### config.mk
export PLATFORM = sky130hd
export DESIGN_NAME = loadstore_unit
export DESIGN_NICKNAME = d
export VERILOG_FILES = /design/src/rtl/loadstore_unit.sv
export SDC_FILE = /design/constraint.sdc
export NUM_CORES = 1
export LEC_CHECK = 0
export ABC_AREA = 1
export BUFFER_PORTS_ARGS = -buffer_cell sky130_fd_sc_hd__buf_2
export CAP_MARGIN = 30
export CORE_UTILIZATION = 51
export DETAILED_ROUTE_END_ITERATION = 7
export GPL_TIMING_DRIVEN = 0
export PLACE_DENSITY_LB_ADDON = 0.2
export REMOVE_ABC_BUFFERS = 1
export SETUP_SLACK_MARGIN = 0.3
export SLEW_MARGIN = 20
export SYNTH_ARGS = -nofsm -noshare
export SYNTH_HDL_FRONTEND = slang
export SYNTH_SLANG_ARGS = --single-unit
### constraint.sdc
create_clock -name wb_clk_i -period 2 [get_ports wb_clk_i]
set_clock_uncertainty 0.05 [all_clocks]
set_input_delay 0.3 -clock wb_clk_i [delete_from_list [all_inputs] [get_ports wb_clk_i]]
set_output_delay 0.3 -clock wb_clk_i [all_outputs]
set_load 0.005 [all_outputs]
### src/rtl/loadstore_unit.sv
// rtl/loadstore_unit.sv - load/store unit running one Wishbone classic cycle per request
module loadstore_unit #(
    parameter int NUM_REGS = 64,
    parameter int TIMEOUT  = 255,
    localparam int REG_IDX = $clog2(NUM_REGS) - 1
) (
    input  logic               wb_clk_i,
    input  logic               rst,
    input  logic               req_load,
    input  logic               req_store,
    input  logic [31:0]        req_address,
    input  logic [1:0]         req_size,
    input  logic               req_sign_extend,
    input  logic [REG_IDX:0]   req_dest,
    input  logic [31:0]        req_store_val,
    output logic               busy,
    output logic               wbm_cyc_o,
    output logic               wbm_stb_o,
    output logic               wbm_we_o,
    output logic [31:0]        wbm_adr_o,
    output logic [31:0]        wbm_dat_o,
    output logic [3:0]         wbm_sel_o,
    input  logic [31:0]        wbm_dat_i,
    input  logic               wbm_ack_i,
    input  logic               wbm_err_i,
    output logic               wr_en,
    output logic [REG_IDX:0]   wr_idx,
    output logic [31:0]        wr_val,
    output logic [1:0]         wr_mask,
    output logic               fault,
    output logic [31:0]        fault_addr
);

    typedef enum logic [1:0] {
        S_IDLE = 2'd0,
        S_BUS  = 2'd1,
        S_DONE = 2'd2
    } state_t;

    state_t state_q, state_d;

    // Latched request context, valid from the accept edge until the next accept.
    logic [31:0]      addr_q;
    logic [3:0]       sel_q;
    logic [31:0]      dat_q;
    logic             we_q;
    logic [1:0]       size_q;
    logic             sign_q;
    logic [REG_IDX:0] dest_q;
    logic             is_load_q;
    logic             fault_q;
    logic [7:0]       cnt_q;
    logic [31:0]      wr_val_q;
    logic [31:0]      fault_addr_q;

    // Decoded request and per-cycle decisions.
    logic        req;
    logic        misaligned;
    logic [3:0]  sel_calc;
    logic [31:0] dat_calc;
    logic        accept_ok;
    logic        accept_bad;
    logic        bus_ack;
    logic        bus_fault;
    logic [31:0] shifted;
    logic [31:0] load_val;
    logic        in_bus;
    logic        in_done;

    assign req     = req_load | req_store;
    assign in_bus  = (state_q == S_BUS);
    assign in_done = (state_q == S_DONE);

    // Alignment check, byte-lane selects and lane-replicated store data for the incoming request.
    always_comb begin
        misaligned = 1'b0;
        sel_calc   = 4'b0000;
        dat_calc   = req_store_val;
        case (req_size)
            2'd0: begin
                sel_calc = 4'b0001 << req_address[1:0];
                dat_calc = {4{req_store_val[7:0]}};
            end
            2'd1: begin
                misaligned = req_address[0];
                sel_calc   = req_address[1] ? 4'b1100 : 4'b0011;
                dat_calc   = {2{req_store_val[15:0]}};
            end
            2'd2: begin
                misaligned = (req_address[1:0] != 2'b00);
                sel_calc   = 4'b1111;
            end
            default: begin
                misaligned = 1'b1;
            end
        endcase
    end

    // Lane extraction of the returned read data, then zero/sign extension to 32 bits.
    always_comb begin
        shifted  = wbm_dat_i >> {addr_q[1:0], 3'b000};
        load_val = shifted;
        case (size_q)
            2'd0:    load_val = {{24{sign_q & shifted[7]}}, shifted[7:0]};
            2'd1:    load_val = {{16{sign_q & shifted[15]}}, shifted[15:0]};
            default: load_val = shifted;
        endcase
    end

    // Next-state logic: accept in IDLE, terminate in BUS, DONE always falls back to IDLE.
    always_comb begin
        state_d    = state_q;
        accept_ok  = 1'b0;
        accept_bad = 1'b0;
        bus_ack    = 1'b0;
        bus_fault  = 1'b0;
        case (state_q)
            S_IDLE: begin
                if (req) begin
                    state_d = misaligned ? S_DONE : S_BUS;
                    accept_ok  = ~misaligned;
                    accept_bad = misaligned;
                end
            end
            S_BUS: begin
                if (wbm_err_i || (!wbm_ack_i && cnt_q == 8'(TIMEOUT))) begin
                    bus_fault = 1'b1;
                    state_d   = S_DONE;
                end else if (wbm_ack_i) begin
                    bus_ack = 1'b1;
                    state_d = S_DONE;
                end
            end
            default: begin
                state_d = S_IDLE;
            end
        endcase
    end

    // State register; a reset in BUS abandons the access without passing through DONE.
    always_ff @(posedge wb_clk_i) begin
        if (rst) begin
            state_q <= S_IDLE;
        end else begin
            state_q <= state_d;
        end
    end

    // Request context, timeout counter, captured load result and fault bookkeeping.
    always_ff @(posedge wb_clk_i) begin
        if (rst) begin
            addr_q       <= '0;
            sel_q        <= '0;
            dat_q        <= '0;
            we_q         <= 1'b0;
            size_q       <= '0;
            sign_q       <= 1'b0;
            dest_q       <= '0;
            is_load_q    <= 1'b0;
            fault_q      <= 1'b0;
            cnt_q        <= '0;
            wr_val_q     <= '0;
            fault_addr_q <= '0;
        end else begin
            if (accept_ok || accept_bad) begin
                addr_q    <= req_address;
                sel_q     <= sel_calc;
                dat_q     <= dat_calc;
                we_q      <= req_store;
                size_q    <= req_size;
                sign_q    <= req_sign_extend;
                dest_q    <= req_dest;
                is_load_q <= req_load;
                fault_q   <= accept_bad;
                cnt_q     <= '0;
            end
            if (accept_bad) begin
                fault_addr_q <= req_address;
            end
            if (in_bus) begin
                cnt_q <= cnt_q + 8'd1;
            end
            if (bus_ack && is_load_q) begin
                wr_val_q <= load_val;
            end
            if (bus_fault) begin
                fault_q      <= 1'b1;
                fault_addr_q <= addr_q;
            end
        end
    end

    assign busy       = ~rst & ((state_q == S_IDLE && req) || in_bus);
    assign wbm_cyc_o  = in_bus;
    assign wbm_stb_o  = in_bus;
    assign wbm_we_o   = in_bus & we_q;
    assign wbm_adr_o  = in_bus ? {addr_q[31:2], 2'b00} : 32'd0;
    assign wbm_sel_o  = in_bus ? sel_q : 4'b0000;
    assign wbm_dat_o  = in_bus ? dat_q : 32'd0;
    assign wr_en      = in_done & is_load_q & ~fault_q;
    assign wr_idx     = dest_q;
    assign wr_val     = wr_val_q;
    assign wr_mask    = wr_en ? 2'b11 : 2'b00;
    assign fault      = in_done & fault_q;
    assign fault_addr = fault_addr_q;

endmodule
==> results of run 1 <==
layout make-up:
type                    instances  area (µm²)  share of cell area, %
well taps                     180         225                   2.06
repair inverters                2        17.5                  0.160
clock inverters                13         201                   1.84
multi-input cells             769        4090                   37.4
clock buffers                  18         429                   3.92
inverters                     119         502                   4.58
repair buffers                325        2370                   21.7
flip-flops and latches        154        3100                   28.4
flip-flops by register name, summed over array words and instances (netlist names), 2 cells and up:
| signal | count |
|---|---|
| addr_q | 32 |
| cnt_q | 8 |
| dat_q | 32 |
| fault_addr | 32 |
| sel_q | 4 |
| size_q | 2 |
| state_q | 2 |
| wr_idx | 6 |
| wr_val | 32 |
per-stage QoR:
step / setup TNS, ps / util [%] / worst slack, ps
floorplan: -171900 / - / -2220
global placement: -474590 / 60.9 / -4760
detailed placement: -108030 / 62.4 / -1240
CTS: 0 / 74.7 / 89.9
global route: -8.30 / 77.9 / -8.30
finish: 0 / 77.9 / 16.8
cell families (layout without fill, tap and decap cells):
family | Yosys count | after routing | share of synthesized area, %
mux | 7 | 7 | 0.945
buf+inv | 203 | 477 | 11.0
fa+ha+maj | 1 | 1 | 0.169
flops | 154 | 154 | 41.6
simple gates | 513 | 518 | 29.3
compound gates | 241 | 241 | 17.0
other cells | 1 | 2 | 0.0506
power groups by stage:
stage	registers, µW	logic (µW)	clock network (µW)
2_1_floorplan	3530	867	0
3_3_place_gp	3540	1410	0
3_5_place_dp	3540	1500	0
4_1_cts	3480	1950	3490
5_1_grt	3520	2370	3660
6_report	3490	2210	3520
metal layers:
layer | part of all wire, % | up-vias
li1 | - | 4192
met1 | 38 | 4098
met2 | 46 | 627
met3 | 11 | 128
met4 | 4.8 | 0
met5 | 0 | -
Yosys cell counts, drive strengths merged, types with 2 or more instances:
master / n / area, µm²
a211oi: 2 / 15.0
a21oi: 101 / 505
buf: 36 / 185
clkinv: 3 / 11.3
mux2i: 7 / 70.1
dfxtp: 154 / 3080
nand3b: 6 / 45.0
clkbuf: 48 / 180
nor3: 5 / 25.0
nand4: 28 / 175
nand2: 208 / 786
inv: 116 / 435
nand3: 86 / 435
a221oi: 5 / 43.8
o21ai: 113 / 566
nor2: 177 / 672
a31oi: 18 / 113
worst min-delay path, cell delays in order:
cell and delay [ps]:
buf_2 70, o21ai_1 50, nor2_1 70
repair_timing:
action | in CTS | in global routing
gates cloned | 16 | 2
pin swaps | 18 | 30
endpoints found under the setup margin | 216 | 221
buffers inserted | 43 | 9
gates resized for setup | 111 | 113
how the worst max path moves through the flow:
stage	cells after the start	slack, ps	endpoint	startpoint
final	7	20	busy	state_q[1]
after global routing	7	-8	busy	state_q[1]
after CTS	7	90	busy	state_q[0]
after detailed placement	12	-1240	fault_addr[10]	req_size[1]
after global placement	8	-4760	busy	req_store
after floorplan	6	-2220	busy	req_store
==> metrics.txt, run 1 <==
result of the run completed; H-tree levels 4; number of cells after detailed placement 1479; buffers plus inverters on the worst setup path 3; hold path cells 3; relative area change from synthesis to final layout 47.6%; most common library cell in the layout ignoring fill and taps buf_2; die boundary width 123 µm; number of placement rows 43; unique cell type count in the Yosys netlist 30; total clock buffers created by CTS 17; number of vias per cell after detailed routing 5.72; net switching power 2770 µW; class of the most critical hold timing path input pin to register; most frequent cells in the layout buf_2, nand2_1, dfxtp_1; final-report setup violation count 0; drt pass-1 iters 7; Antenna Violating Nets Remaining 0; post-detailed-route DRC marker count 0; Detailed Route Iter0 Violations 1010; Root Driver clkbuf_16; ratio of cells with drive above 1 in the final layout 33.5%; max-slew violation total from the final report 0; total die area 15000 µm²; initial core utilization 52.8%; number of filler cells placed in the layout 1038; unrepaired setup endpoints after global routing yes; leakage power 0.00522 µW; clock latency on the worst-skew pair 430 ps; data arrival time of the worst path 1630 ps; portion of total power attributed to combinational logic 23.9%; wire length of the first global-routing pass 41.7 mm; Async SR Flop Fraction 0%; area of the placeable core 14000 µm²; FF+latch count, synth 154; PD cells 842 nW/µm²; slack of the worst reg-to-reg path 110 ps; fraction of power consumed by sequential logic 37.9%; kind of start point of the critical path register; CTS tree done; number of global-route vias before repair 8124; sequential share of the synthesized area 41.6%; post-route minimum period 1980 ps; fraction of power spent switching nets 30.1%; Clock Power Share 38.2%; pin count of the biggest net entering global routing 92; Worst slew margin 42.2%; Die Ht 123 µm; biggest cell delay along the critical path 370 ps; most used routing layer met2; number of nets in the layout 1500; cell with the biggest individual delay on the critical path dfxtp_4; number of warning messages in the yosys log 0; Internal Dissipation 6450 µW; Top-Level Pins 257; combined area of all synthesized cells 7410 µm²; Port Buffers 254; worst hold path endpoint wr_idx[1]; Final Hold Vio Count 0; Critical R2R Capture wr_val[19]; hold bufs inserted after CTS 0; global route overflow 0; synthesized instance count 1120; total track usage 36.1%; critical path, cell by cell nor2_4 -> nand2_8 -> buf_16 -> clkinvlp_4 -> nor2_4 -> nor2_1 -> buf_2; post-route worst hold slack 53.1 ps; Worst Hold Launch req_dest[1]; Mean Syn Cell Area 6.62 µm²; cell count of the worst reg-to-reg path 9; total inserted antenna cells 0; Reg clk slew, reported paths 60 ps; upper clock frequency limit 0.504 GHz; Design Power 9220 µW; maximum buffer depth of the clock tree 2; count of placed standard cells in the final layout, fillers left out 1580; share of the clock period used by the worst path after layout 99.2%; global routing usage on met1 44.3%; final weighted congestion of routability-driven global placement 0.803; top fanout value on the critical path 3; required time at the worst-slack endpoint 1650 ps; final non-filler cell area 10900 µm²; worst supply voltage drop on vdd 599 µV; reg-to-reg critical path startpoint state_q[1]; Max-Cap Viols 0; placed inst area 8760 µm²; Top FF cell, synth dfxtp_1; met2 track utilization from global routing 57.8%; worst-margin pin slew 868 ps; Sink Count 154; category of cells accounting for the largest share of critical-path delay simple AND/OR/NAND/NOR gates; number of antenna violations at the first check in global routing 0; global routing usage on met3 9.57%; Detail Placement HPWL 13.9 mm; routed wirelength normalized by instance count 18.1 µm; Critical Path Most Common Cell nor2_4; Via Count 9045; total routed wirelength 28.6 mm; number of enable-type register cells in the synthesized netlist 0; type of the setup path with the least slack register to primary output; endpoint type of the worst setup path primary output
No activity file was read; power rests on OpenSTA's default activity.
==> run 2, diff against run 1 <==
Settings changed: CAP_MARGIN 30 to 5, HOLD_SLACK_MARGIN set to 0.12.
==> metrics.txt, run 2 (synthesis results as in run 1) <==
reg-to-reg critical path startpoint state_q[1]; Via Count 9453; ratio of cells with drive above 1 in the final layout 32.0%; Root Driver clkbuf_16; final cell utilization of the core 80.9%; global routing usage on met1 45.1%; Max-Cap Viols 0; total clock buffers created by CTS 17; total track usage 37.3%; worst supply voltage drop on vdd 686 µV; Antenna Violating Nets Remaining 0; leakage power 0.00537 µW; met2 track utilization from global routing 61.6%; number of vias per cell after detailed routing 5.81; sequential cell area 3100 µm²; worst hold path endpoint addr_q[9]; count of placed standard cells in the final layout, fillers left out 1628; number of filler cells placed in the layout 962; total inserted antenna cells 0; worst-margin pin slew 855 ps; Worst slew margin 43.0%; Design Power 9220 µW; clock latency on the worst-skew pair 430 ps; number of global-route vias before repair 8377; final weighted congestion of routability-driven global placement 0.803; routed wirelength normalized by instance count 18.5 µm; top fanout value on the critical path 6; Worst Hold Launch req_address[9]; Detail Placement HPWL 13.6 mm; global routing usage on met3 9.39%; data arrival time of the worst path 2330 ps; final total negative setup slack -55.8 ps; most used routing layer met2; origin of the worst setup path state_q[1]; post-route minimum period 2050 ps; max-slew violation total from the final report 0; post-detailed-route DRC marker count 0; initial core utilization 52.8%; die boundary width 123 µm; wire length of the first global-routing pass 43.2 mm; failing checks negative setup slack; drt pass-1 iters 7; upper clock frequency limit 0.488 GHz; cell count of the worst reg-to-reg path 11; kind of start point of the critical path register; type of the setup path with the least slack register to register; Reg clk slew, reported paths 60 ps; total area of multi-input combinational cells 4160 µm²; most frequent cells in the layout buf_2, nand2_1, dfxtp_1; CTS tree done; class of the most critical hold timing path input pin to register; total die area 15000 µm²; number of placement rows 43; pin count of the biggest net entering global routing 92; number of antenna violations at the first check in global routing 0; required time at the worst-slack endpoint 2280 ps; Critical R2R Capture fault_addr[13]; Detailed Route Iter0 Violations 1092; Top-Level Pins 257; worst slack at placement -1780 ps; Final Hold Vio Count 0; PD cells 812 nW/µm²; unrepaired setup endpoints after global routing yes; number of nets in the layout 1549; final-report setup violation count 2; slack of the worst reg-to-reg path -50 ps; Port Buffers 254; area of the placeable core 14000 µm²; relative area change from synthesis to final layout 53.3%; most common library cell in the layout ignoring fill and taps buf_2; number of cells after detailed placement 1476; maximum buffer depth of the clock tree 2; share of the clock period used by the worst path after layout 102%; Die Ht 123 µm; global route overflow 0; total routed wirelength 30.2 mm; endpoint type of the worst setup path register; slack of the critical path -48.9 ps; result of the run complete, but fails checks; H-tree levels 4; hold path cells 3; Sink Count 154
run 2: cell types whose count changed in the layout (fill, tap and decap cells not counted), moves of 4 or more:
cell           previous run  this run
o21ai_1                  25        21
buf_16                   14        10
buf_12                   12         7
nand3_2                   8         0
nor2_4                   19        40
o21ai_0                  78        90
buf_2                   251       246
nor2_1                  133       113
nand3_1                  73        83
o21ai_2                  10         2
buf_6                    13        19
dlygate4sd3_1             0        48
buf_4                    29        33
run 2: area by class of cell:
type / count / share of cell area (%)
Clock buffer: 22 / 4.17
Clock inverter: 8 / 1.26
Inverter: 119 / 4.46
Multi-Input combinational cell: 772 / 36.6
Sequential cell: 154 / 27.3
Tap cell: 180 / 1.98
Timing Repair Buffer: 370 / 24.0
Timing Repair inverter: 3 / 0.220
run 2: repair_timing:
item,in CTS,in global routing
cloned,17,5
hold endpoints to repair,43,0
hold buffers,48,0
gates resized for setup,125,104
endpoints found under the setup margin,216,216
setup buffers,39,13
pin swaps,15,14
run 2: worst max-delay path by stage:
stage	endpoint	depth (start not counted)
floorplan	busy	6
global placement	busy	8
detailed placement	fault_addr[22]	11
CTS	busy	7
global route	fault_addr[21]	8
finish	fault_addr[13]	11
run 2: critical path: stages (launching register included):
cell and delay, ps:
dfxtp_4 370, nor2_4 240, buf_4 160, buf_6 90
buf_6 120, buf_12 120, nand3_4 160, buf_16 220
o21ai_0 200, nand2_1 100, inv_1 60, nor2_1 40
run 2: metrics by stage:
step,hold WS [ps],area (µm²)
after global placement,390,8550
after detailed placement,397,8680
after global routing,134,11400
after floorplan,319,7050
final,123,11400
after CTS,122,10800
run 2: routing by layer:
layer	vias to the layer above	wire (µm)	share of wire (%)
met5	-	0	0
met3	145	3280	11
met4	0	1270	4.2
met1	4376	11200	37
met2	654	14500	48
li1	4278	-	-
run 2: report_power, final:
| part | internal [µW] | switching (µW) |
|---|---|---|
| clock network | 2170 | 1290 |
| logic | 911 | 1350 |
| registers | 3340 | 162 |
| total | 6420 | 2810 |
==> run 3, diff against run 2 <==
Settings changed: CORE_ASPECT_RATIO set to 0.5.
==> metrics.txt, run 3 (synthesis results as in run 1) <==
result of the run completed; Worst slew margin 37.5%; Reg clk slew, reported paths 70 ps; buffers plus inverters on the worst setup path 3; Top-Level Pins 257; category of cells accounting for the largest share of critical-path delay simple AND/OR/NAND/NOR gates; endpoint type of the worst setup path primary output; Critical Path Most Common Cell nor2_4; total track usage 34.9%; Detailed Route Iter0 Violations 956; total routed wirelength 27.0 mm; top fanout value on the critical path 5; path length in cells of the critical path 7; Root Driver clkbuf_16; post-route minimum period 1910 ps; final non-filler cell area 10300 µm²; leakage power 0.00498 µW; PD cells 863 nW/µm²; number of nets in the layout 1495; class of the most critical hold timing path input pin to register; kind of start point of the critical path register; Sink Count 154; number of vias per cell after detailed routing 5.63; Max-Cap Viols 0; max-slew violation total from the final report 0; count of placed standard cells in the final layout, fillers left out 1587; number of placement rows 30; hold path cells 3; most frequent cells in the layout buf_2, nand2_1, nor2_1; reg-to-reg critical path startpoint state_q[0]; worst setup path endpoint busy; unrepaired setup endpoints after global routing yes; Via Count 8934; number of global-route vias before repair 8270; worst-margin pin slew 936 ps; Port Buffers 254; die boundary width 173 µm; type of the setup path with the least slack register to primary output; number of cells after detailed placement 1488; worst supply voltage drop on vdd 573 µV; H-tree levels 4; cell count of the worst reg-to-reg path 5; routed wirelength normalized by instance count 17.0 µm; total clock buffers created by CTS 17; final-report setup violation count 0; wire length of the first global-routing pass 41.5 mm; Detail Placement HPWL 14.4 mm; post-route worst hold slack 125 ps; critical path, cell by cell nor2_4 -> nand2_8 -> buf_16 -> clkinvlp_4 -> nor2_4 -> nor2_1 -> buf_2; CTS tree done; biggest cell delay along the critical path 360 ps; total inserted antenna cells 0; Final Hold Vio Count 0; maximum buffer depth of the clock tree 2; drt pass-1 iters 5; required time at the worst-slack endpoint 1650 ps; share of the clock period used by the worst path after layout 95.4%; data arrival time of the worst path 1560 ps; slack of the worst reg-to-reg path 190 ps; cell with the biggest individual delay on the critical path dfxtp_4; most common library cell in the layout ignoring fill and taps buf_2; total die area 15100 µm²; post-detailed-route DRC marker count 0; ratio of cells with drive above 1 in the final layout 27.5%; number of antenna violations at the first check in global routing 0; upper clock frequency limit 0.524 GHz; area of the placeable core 13900 µm²; Die Ht 87.3 µm; final total negative setup slack 0 ps; placed inst area 8690 µm²; clock latency on the worst-skew pair 420 ps; pin count of the biggest net entering global routing 92; global route overflow 0; initial core utilization 53.5%; origin of the worst setup path state_q[0]; final weighted congestion of routability-driven global placement 0.811; Critical R2R Capture is_load_q; relative area change from synthesis to final layout 39.0%; Antenna Violating Nets Remaining 0
-- run 3: how the worst min path moves through the flow --
| stage | start | to |
|---|---|---|
| after detailed placement | dat_q[7] | dat_q[7] |
| final | req_address[22] | addr_q[22] |
| after global routing | req_store_val[12] | dat_q[12] |
| after global placement | dat_q[2] | dat_q[2] |
| after floorplan | rst | cnt_q[1] |
| after CTS | req_store_val[22] | dat_q[22] |
-- run 3: worst min-delay path: stages --
cell and delay [ps]:
buf_2 90, o21ai_0 70, a21oi_1 100
-- run 3: metal layers --
layer / vias to the layer above / routed length, µm / global-route usage (%)
met3: 88 / 2890 / 8.42
met4: 0 / 811 / 14.4
met1: 4127 / 10900 / 43.5
met5: - / 0 / 0
li1: 4177 / - / -
met2: 542 / 12400 / 58.7
-- run 3: cell type report --
type	count	area, µm²
timing repair inverter	2	16.3
tap	192	240
sequential	154	3100
timing repair buffer	318	1960
multi-input combinational	771	3860
clock inverter	12	189
inverter	119	503
clock buffer	19	443
fill	1074	3550
-- run 3: repair_timing --
item                                    in CTS  in global routing
pin swaps                                    9                  2
endpoints found under the hold margin       25                  0
setup buffers                               25                  6
endpoints found under the setup margin     226                202
hold buffers                                26                  0
resized for setup                           59                 31
cloned                                      11                  0
-- run 3: power breakdown --
part / leakage (µW) / internal (µW) / switching, µW
Sequential: 0.00127 / 3340 / 152
Clock: 0.000305 / 2140 / 1390
Combinational: 0.00341 / 715 / 1160
-- run 3: per-stage QoR --
step                total power [µW]  worst slack, ps  utilization [%]
detailed placement              5020            -1660             62.8
finish                          8890             92.1             74.4
floorplan                       4400            -2220                -
global route                    9210             36.8             74.4
global placement                4950            -4700             61.8
CTS                             8810              104             73.5
